===== config.mk =====
export PLATFORM = sky130hd
export DESIGN_NAME = if_stage_flat
export DESIGN_NICKNAME = d
export VERILOG_FILES = /design/src/rtl/riscv_pkg.sv /design/src/rtl/if_stage_if.sv /design/src/rtl/if_stage.sv /design/src/flat_wrapper.sv
export SDC_FILE = /design/constraint.sdc
export NUM_CORES = 1
export LEC_CHECK = 0
export ABC_AREA = 1
export CORE_MARGIN = 4
export CORE_UTILIZATION = 49
export CTS_BUF_LIST = sky130_fd_sc_hd__clkbuf_4 sky130_fd_sc_hd__clkbuf_8 sky130_fd_sc_hd__clkbuf_16
export CTS_CLUSTER_SIZE = 12
export DETAILED_ROUTE_END_ITERATION = 6
export PLACE_DENSITY = 0.91
export SYNTH_ARGS = -nofsm -noshare
export SYNTH_HDL_FRONTEND = slang
export SYNTH_SLANG_ARGS = --single-unit

===== constraint.sdc =====
create_clock -name clk -period 2.5 [get_ports clk]
set_input_delay 0.75 -clock clk [delete_from_list [all_inputs] [get_ports clk]]
set_output_delay 0.75 -clock clk [all_outputs]
set_load 0.1 [all_outputs]

===== src/rtl/riscv_pkg.sv =====
// riscv_pkg: shared fetch constants and state encoding
package riscv_pkg;
  localparam int XLEN = 32;
  localparam logic [XLEN-1:0] NOP_INSTR = 32'h0000_0013;
  localparam logic [XLEN-1:0] RESET_PC_DEFAULT = 32'h0000_0000;
  typedef enum logic [2:0] {IDLE, REQ, WAIT, HOLD, FAULT} fetch_state_e;
endpackage


===== src/rtl/if_stage_if.sv =====
// if_stage_if: instruction memory req/gnt/rvalid bus
interface if_stage_if;
  import riscv_pkg::*;
  logic            req;
  logic [XLEN-1:0] addr;
  logic            gnt;
  logic            rvalid;
  logic [XLEN-1:0] rdata;
  modport master (output req, addr, input gnt, rvalid, rdata);
  modport slave (input req, addr, output gnt, rvalid, rdata);
endinterface


===== src/rtl/if_stage.sv =====
// if_stage: single-outstanding instruction fetch with redirect, kill and misalignment trap
module if_stage
  import riscv_pkg::*;
#(
  parameter logic [XLEN-1:0] RESET_PC  = RESET_PC_DEFAULT,
  parameter logic [XLEN-1:0] NOP_INSTR = riscv_pkg::NOP_INSTR
) (
  input  logic            clk,
  input  logic            rstn,
  if_stage_if.master      imem,
  output logic [XLEN-1:0] instruct,
  output logic [XLEN-1:0] pc_o,
  output logic            instr_valid,
  input  logic            id_ready,
  input  logic            redirect_valid,
  input  logic [XLEN-1:0] redirect_pc,
  output logic            fetch_fault,
  output logic [XLEN-1:0] fetch_cnt
);
  fetch_state_e    r_state, w_state;
  logic [XLEN-1:0] r_pc, w_pc, r_instr, w_instr, r_pc_o, w_pc_o, r_cnt, w_cnt;
  logic            r_kill, w_kill, r_valid, w_valid, r_fault, w_fault, w_bad;
  assign w_bad       = redirect_valid && (redirect_pc[1:0] != 2'b00) && (r_state inside {REQ, WAIT, HOLD});
  assign imem.req    = (r_state == REQ) && !redirect_valid;
  assign imem.addr   = r_pc;
  assign instruct    = r_valid ? r_instr : NOP_INSTR;
  assign pc_o        = r_pc_o;
  assign instr_valid = r_valid;
  assign fetch_fault = r_fault;
  assign fetch_cnt   = r_cnt;
  // state and datapath registers
  always_ff @(posedge clk or negedge rstn) begin
    if (!rstn) begin
      r_state <= IDLE;
      r_pc    <= RESET_PC;
      r_kill  <= 1'b0;
      r_instr <= NOP_INSTR;
      r_pc_o  <= '0;
      r_valid <= 1'b0;
      r_fault <= 1'b0;
      r_cnt   <= '0;
    end else begin
      r_state <= w_state;
      r_pc    <= w_pc;
      r_kill  <= w_kill;
      r_instr <= w_instr;
      r_pc_o  <= w_pc_o;
      r_valid <= w_valid;
      r_fault <= w_fault;
      r_cnt   <= w_cnt;
    end
  end
  // next state: a misaligned redirect traps before anything else, a redirect during WAIT poisons the pending response
  always_comb begin
    w_state = r_state;
    w_pc    = r_pc;
    w_kill  = r_kill;
    w_instr = r_instr;
    w_pc_o  = r_pc_o;
    w_valid = r_valid;
    w_fault = r_fault;
    w_cnt   = r_cnt + {{(XLEN-1){1'b0}}, r_valid & id_ready};
    if (w_bad) begin
      w_state = FAULT;
      w_fault = 1'b1;
      w_valid = 1'b0;
      w_kill  = 1'b0;
    end else begin
      case (r_state)
        IDLE: begin
          w_state = REQ;
          w_pc    = redirect_valid ? {redirect_pc[XLEN-1:2], 2'b00} : r_pc;
        end
        REQ: begin
          w_pc    = redirect_valid ? redirect_pc : r_pc;
          w_state = (!redirect_valid && imem.gnt) ? WAIT : REQ;
        end
        WAIT: begin
          if (imem.rvalid && (r_kill || redirect_valid)) begin
            w_kill  = 1'b0;
            w_state = REQ;
            w_pc    = redirect_valid ? redirect_pc : r_pc;
          end else if (imem.rvalid) begin
            w_instr = imem.rdata;
            w_pc_o  = r_pc;
            w_valid = 1'b1;
            w_pc    = r_pc + XLEN'(4);
            w_state = HOLD;
          end else if (redirect_valid) begin
            w_pc   = redirect_pc;
            w_kill = 1'b1;
          end
        end
        HOLD: begin
          w_pc    = redirect_valid ? redirect_pc : r_pc;
          w_valid = !(redirect_valid || id_ready);
          w_state = (redirect_valid || id_ready) ? REQ : HOLD;
        end
        default: ;
      endcase
    end
  end
endmodule


===== src/flat_wrapper.sv =====
// flat-port wrapper written by rule: the top's interface ports become plain ports
module if_stage_flat import riscv_pkg::*;
#(
  parameter logic [XLEN-1:0] RESET_PC  = RESET_PC_DEFAULT,
  parameter logic [XLEN-1:0] NOP_INSTR = riscv_pkg::NOP_INSTR
)
  (clk, rstn, instruct, pc_o, instr_valid, id_ready, redirect_valid, redirect_pc, fetch_fault, fetch_cnt, imem_req, imem_addr, imem_gnt, imem_rvalid, imem_rdata);
  if_stage_if imem_i ();
  input  logic clk;
  input  logic rstn;
  output logic [XLEN-1:0] instruct;
  output logic [XLEN-1:0] pc_o;
  output logic instr_valid;
  input  logic id_ready;
  input  logic redirect_valid;
  input  logic [XLEN-1:0] redirect_pc;
  output logic fetch_fault;
  output logic [XLEN-1:0] fetch_cnt;
  output wire logic [$bits(imem_i.req)-1:0] imem_req;
  output wire logic [$bits(imem_i.addr)-1:0] imem_addr;
  input wire logic [$bits(imem_i.gnt)-1:0] imem_gnt;
  input wire logic [$bits(imem_i.rvalid)-1:0] imem_rvalid;
  input wire logic [$bits(imem_i.rdata)-1:0] imem_rdata;
  assign imem_req = imem_i.req;
  assign imem_addr = imem_i.addr;
  assign imem_i.gnt = imem_gnt;
  assign imem_i.rvalid = imem_rvalid;
  assign imem_i.rdata = imem_rdata;
  if_stage #(.RESET_PC(RESET_PC), .NOP_INSTR(NOP_INSTR)) u_core (.clk(clk), .rstn(rstn), .imem(imem_i), .instruct(instruct), .pc_o(pc_o), .instr_valid(instr_valid), .id_ready(id_ready), .redirect_valid(redirect_valid), .redirect_pc(redirect_pc), .fetch_fault(fetch_fault), .fetch_cnt(fetch_cnt));
endmodule

==> summary.txt <==
CTS
  • Maximum number of buffers from clock root to sink: 2
  • Post-CTS Hold Buffers: 0
  • H-tree depth: 4
  • Clock-pin slew reported for the worst setup and hold paths after clock tree synthesis: 60 ps
  • Root buffer cell: sky130_fd_sc_hd__clkbuf_16
  • Clock buffers created by TritonCTS: 17
  • Clock latency on the worst-skew pair: 430 ps
  • Number of sinks handled by clock tree synthesis: 134
  • Clock tree from TritonCTS: done

Setup path
  • Worst path arrival time: 2750 ps
  • Length in cells of the worst reg-to-reg path: 9
  • Launching element type of the critical path: input port
  • Critical path depth in cells: 14
  • Worst R2R End: u_core.imem.addr[10]
  • Worst setup endpoint: u_core.fetch_cnt[20]
  • Cells along the critical path: clkdlybuf4s50_1, nand2_1, inv_1, ha_2, ha_2, inv_1, nor2_4, nand3_4, nor2_4, inv_2, nor3_4, inv_2, nor2_2, xor2_1
  • Critical Path Slowest Stage Cell: sky130_fd_sc_hd__clkdlybuf4s50_1
  • Slack of the worst reg-to-reg path: 450 ps
  • Crit path capture type: flop
  • Critical-path maximum fanout: 6
  • Largest stage delay on the critical path: 470 ps
  • Data required time at the worst endpoint: 2840 ps
  • Buffers & Inverters on Critical Path: 5
  • CP delay by family, top: simple AND/OR/NAND/NOR gates
  • Start point of the critical path: id_ready
  • Critical path type: input port to flop
  • Worst reg2reg startpoint: u_core.imem.addr[2]

Synth
  • Average cell area after synthesis: 7.38 um^2
  • Synthesized Nets: 1064
  • Gate count after technology mapping: 991
  • Post-synthesis instance area: 7310 um^2
  • Async set or reset register ratio after synthesis: 100%
  • Flip-flop and latch count after synthesis: 134
  • Portion of synthesized cell area occupied by the leading cell type: 44.8%
  • Number of warnings reported in the yosys synthesis log: 0
  • Sequential element share of the synthesized area: 45.9%
  • Most frequent cells after synthesis: 339 x sky130_fd_sc_hd__nand2_1, 131 x sky130_fd_sc_hd__dfrtp_1, 108 x sky130_fd_sc_hd__inv_1
  • Post-synth top flop: sky130_fd_sc_hd__dfrtp_1
  • Cell type with the highest aggregate area in the netlist: sky130_fd_sc_hd__dfrtp_1
  • EDFF count, synth: 0
  • Distinct cell type count after synthesis: 45
  • Biggest area contributors in the synthesized netlist: sky130_fd_sc_hd__dfrtp_1 45%, sky130_fd_sc_hd__nand2_1 17%, sky130_fd_sc_hd__inv_1 5.5%
  • Library cell with the highest instance count after synthesis: sky130_fd_sc_hd__nand2_1

Floorplan
  • Total Die Area: 16900 um^2
  • Die X: 130 um
  • Die Y: 130 um
  • Placeable Area: 14600 um^2
  • Row count: 44
  • Io pins: 201
  • Initial cell density of the core: 50.1%

STA
  • Slew at the pin with the worst max-slew slack: 395 ps
  • Worst hold slack: 231 ps
  • Minimum clock period after layout: 2410 ps
  • Share of the clock period used by the worst path after layout: 96.4%
  • Setup clock skew after layout: 6.91 ps
  • Slew margin rel.: 73.7%
  • Max-slew violation total from the final report: 0
  • Total setup violations reported at the end of the flow: 0
  • Hold Violations, Final: 0
  • Peak Freq: 415 MHz

Placement
  • Gp weighted congestion: 1.01
  • Count of buffers inserted at the top-level ports: 200
  • Detail Placement HPWL: 17600 um

Flow run
  • Max-cap check violation count: 0

Route
  • Count of antenna-violating nets left after detailed routing: 0
  • Detail-routed via count per cell: 5.40
  • Drt drc: 0
  • Initial DRC Count: 641
  • Wirelength, routed: 23500 um
  • Average wire per standard cell: 16.5 um
  • Initial DRT Pass Iterations: 6
  • Via count: 7664

Cells and area
  • Register area: 3360 um^2
  • Core occupancy in the finished layout: 72.0%
  • Net total in the final layout: 1294
  • Fraction of final layout cells with drive strength greater than 1: 20.8%
  • Fill count: 1087
  • Total area of multi-input combinational cells: 3380 um^2
  • P&R area growth vs syn: 43.5%

Status
  • Run status: completed

Global route
  • First-pass GRT wire length: 37000 um
  • Global-route congestion overflow total: 0
  • Number of antenna violations at the first check in global routing: 2
  • Maximum number of pins on one net before global-route repair: 46
  • Vias in the first global route: 7409
  • Aggregate global-route resource usage: 27.9%

Pwr
  • Peak supply drop: 0.511 mV
  • Leakage component of the power: 5.47 nW
  • Post-layout power: 5.84 mW
  • Pwr Density: 556 nW/um^2

Worst hold path
  • HP Class: input port to asynchronous set/reset pin
-- logic make-up after synthesis --
family                     after synthesis  share of synthesized area (%)
muxes                                    1                          0.137
and+or+nand+nor                        558                           32.7
buffers and inverters                  149                           8.28
AOI/OAI and AO/OA                      114                           8.60
adders and majority gates                3                          0.513
xor gates and xnor gates                32                           3.83
DFF                                    134                           45.9
-- sequential cells by signal (all words and copies together) (netlist names) --
signal / count
u_core.fetch_cnt: 32
u_core.fetch_fault: 1
u_core.imem.addr: 32
u_core.instr_valid: 1
u_core.pc_o: 32
u_core.r_instr: 32
u_core.r_kill: 1
u_core.r_state: 3
-- through the flow --
step | setup slack (ps) | cell area, um^2 | setup TNS (ps) | instances
after global placement | -237 | 9860 | -1650 | 1385
after global routing | -29.5 | 10500 | -73.9 | 1420
after floorplan | -24.9 | 7340 | -24.9 | 991
final | 89.7 | 10500 | 0 | 1420
after CTS | 75.5 | 10500 | 0 | 1417
after detailed placement | -308 | 9860 | -3140 | 1385
-- how the worst min path moves through the flow --
stage | depth (start not counted) | slack, ps | endpoint
4_1_cts | 1 | 240 | u_core.instr_valid
3_3_place_gp | 1 | 450 | u_core.fetch_fault
5_1_grt | 1 | 250 | u_core.fetch_cnt[0]
6_report | 1 | 230 | u_core.fetch_cnt[0]
3_5_place_dp | 2 | 460 | u_core.r_instr[0]
2_1_floorplan | 2 | 440 | u_core.r_instr[0]
-- cell usage in the layout, fill, tap and decap left out, drive strengths merged --
cell type      count
nand3             45
dfrtp            131
dfstp              3
xor2              20
a21o               1
a31oi              4
a22oi              3
o21bai             1
clkdlybuf4s50     67
nor4               4
a22o               1
clkbuf            23
nand2b             1
o21ai             66
inv              118
dlygate4sd2        1
or2                4
buf              174
a221oi             2
nand3b             1
o22ai              4
a21oi             25
xnor2             12
o31ai              1
nor3              16
a32oi              3
diode              2
bufinv             3
nand4             21
o211ai             3
nand2            351
nor2             115
ha                 3
clkinv             6
mux2i              1
-- power breakdown --
part | leakage [nW] | internal [mW] | switching [mW] | total, mW
combinational | 3.41 | 0.251 | 0.671 | 0.922
sequential | 1.74 | 2.23 | 0.0833 | 2.31
clock | 0.311 | 1.67 | 0.935 | 2.61
-- metal layers --
metal  share of wire, %  GRT usage [%]  routed length, um  vias up
li1                   -              -                  -     3605
met1                 39           35.2               9220     3583
met2                 49           46.6              11400      405
met3                8.4           5.08               1980       71
met4                3.6           13.2                844        0
met5                  0              0                  0        -
-- cell type report --
class	instances	area share (%)
Multi-Input combinational cell	708	32.2
Sequential cell	134	32.0
Timing Repair Buffer	242	23.5
Clock buffer	23	4.66
Inverter	118	4.24
Tap cell	184	2.19
Clock inverter	9	1.18
Antenna cell	2	0.0477
-- what timing repair did --
action                                  4_1_cts  5_1_grt
endpoints found under the setup margin        1        1
gates cloned                                  0        0
resized for setup                             1        3
pin swaps                                     1        2
setup buffers                                 0        1
(Power assumes the default switching activity.)
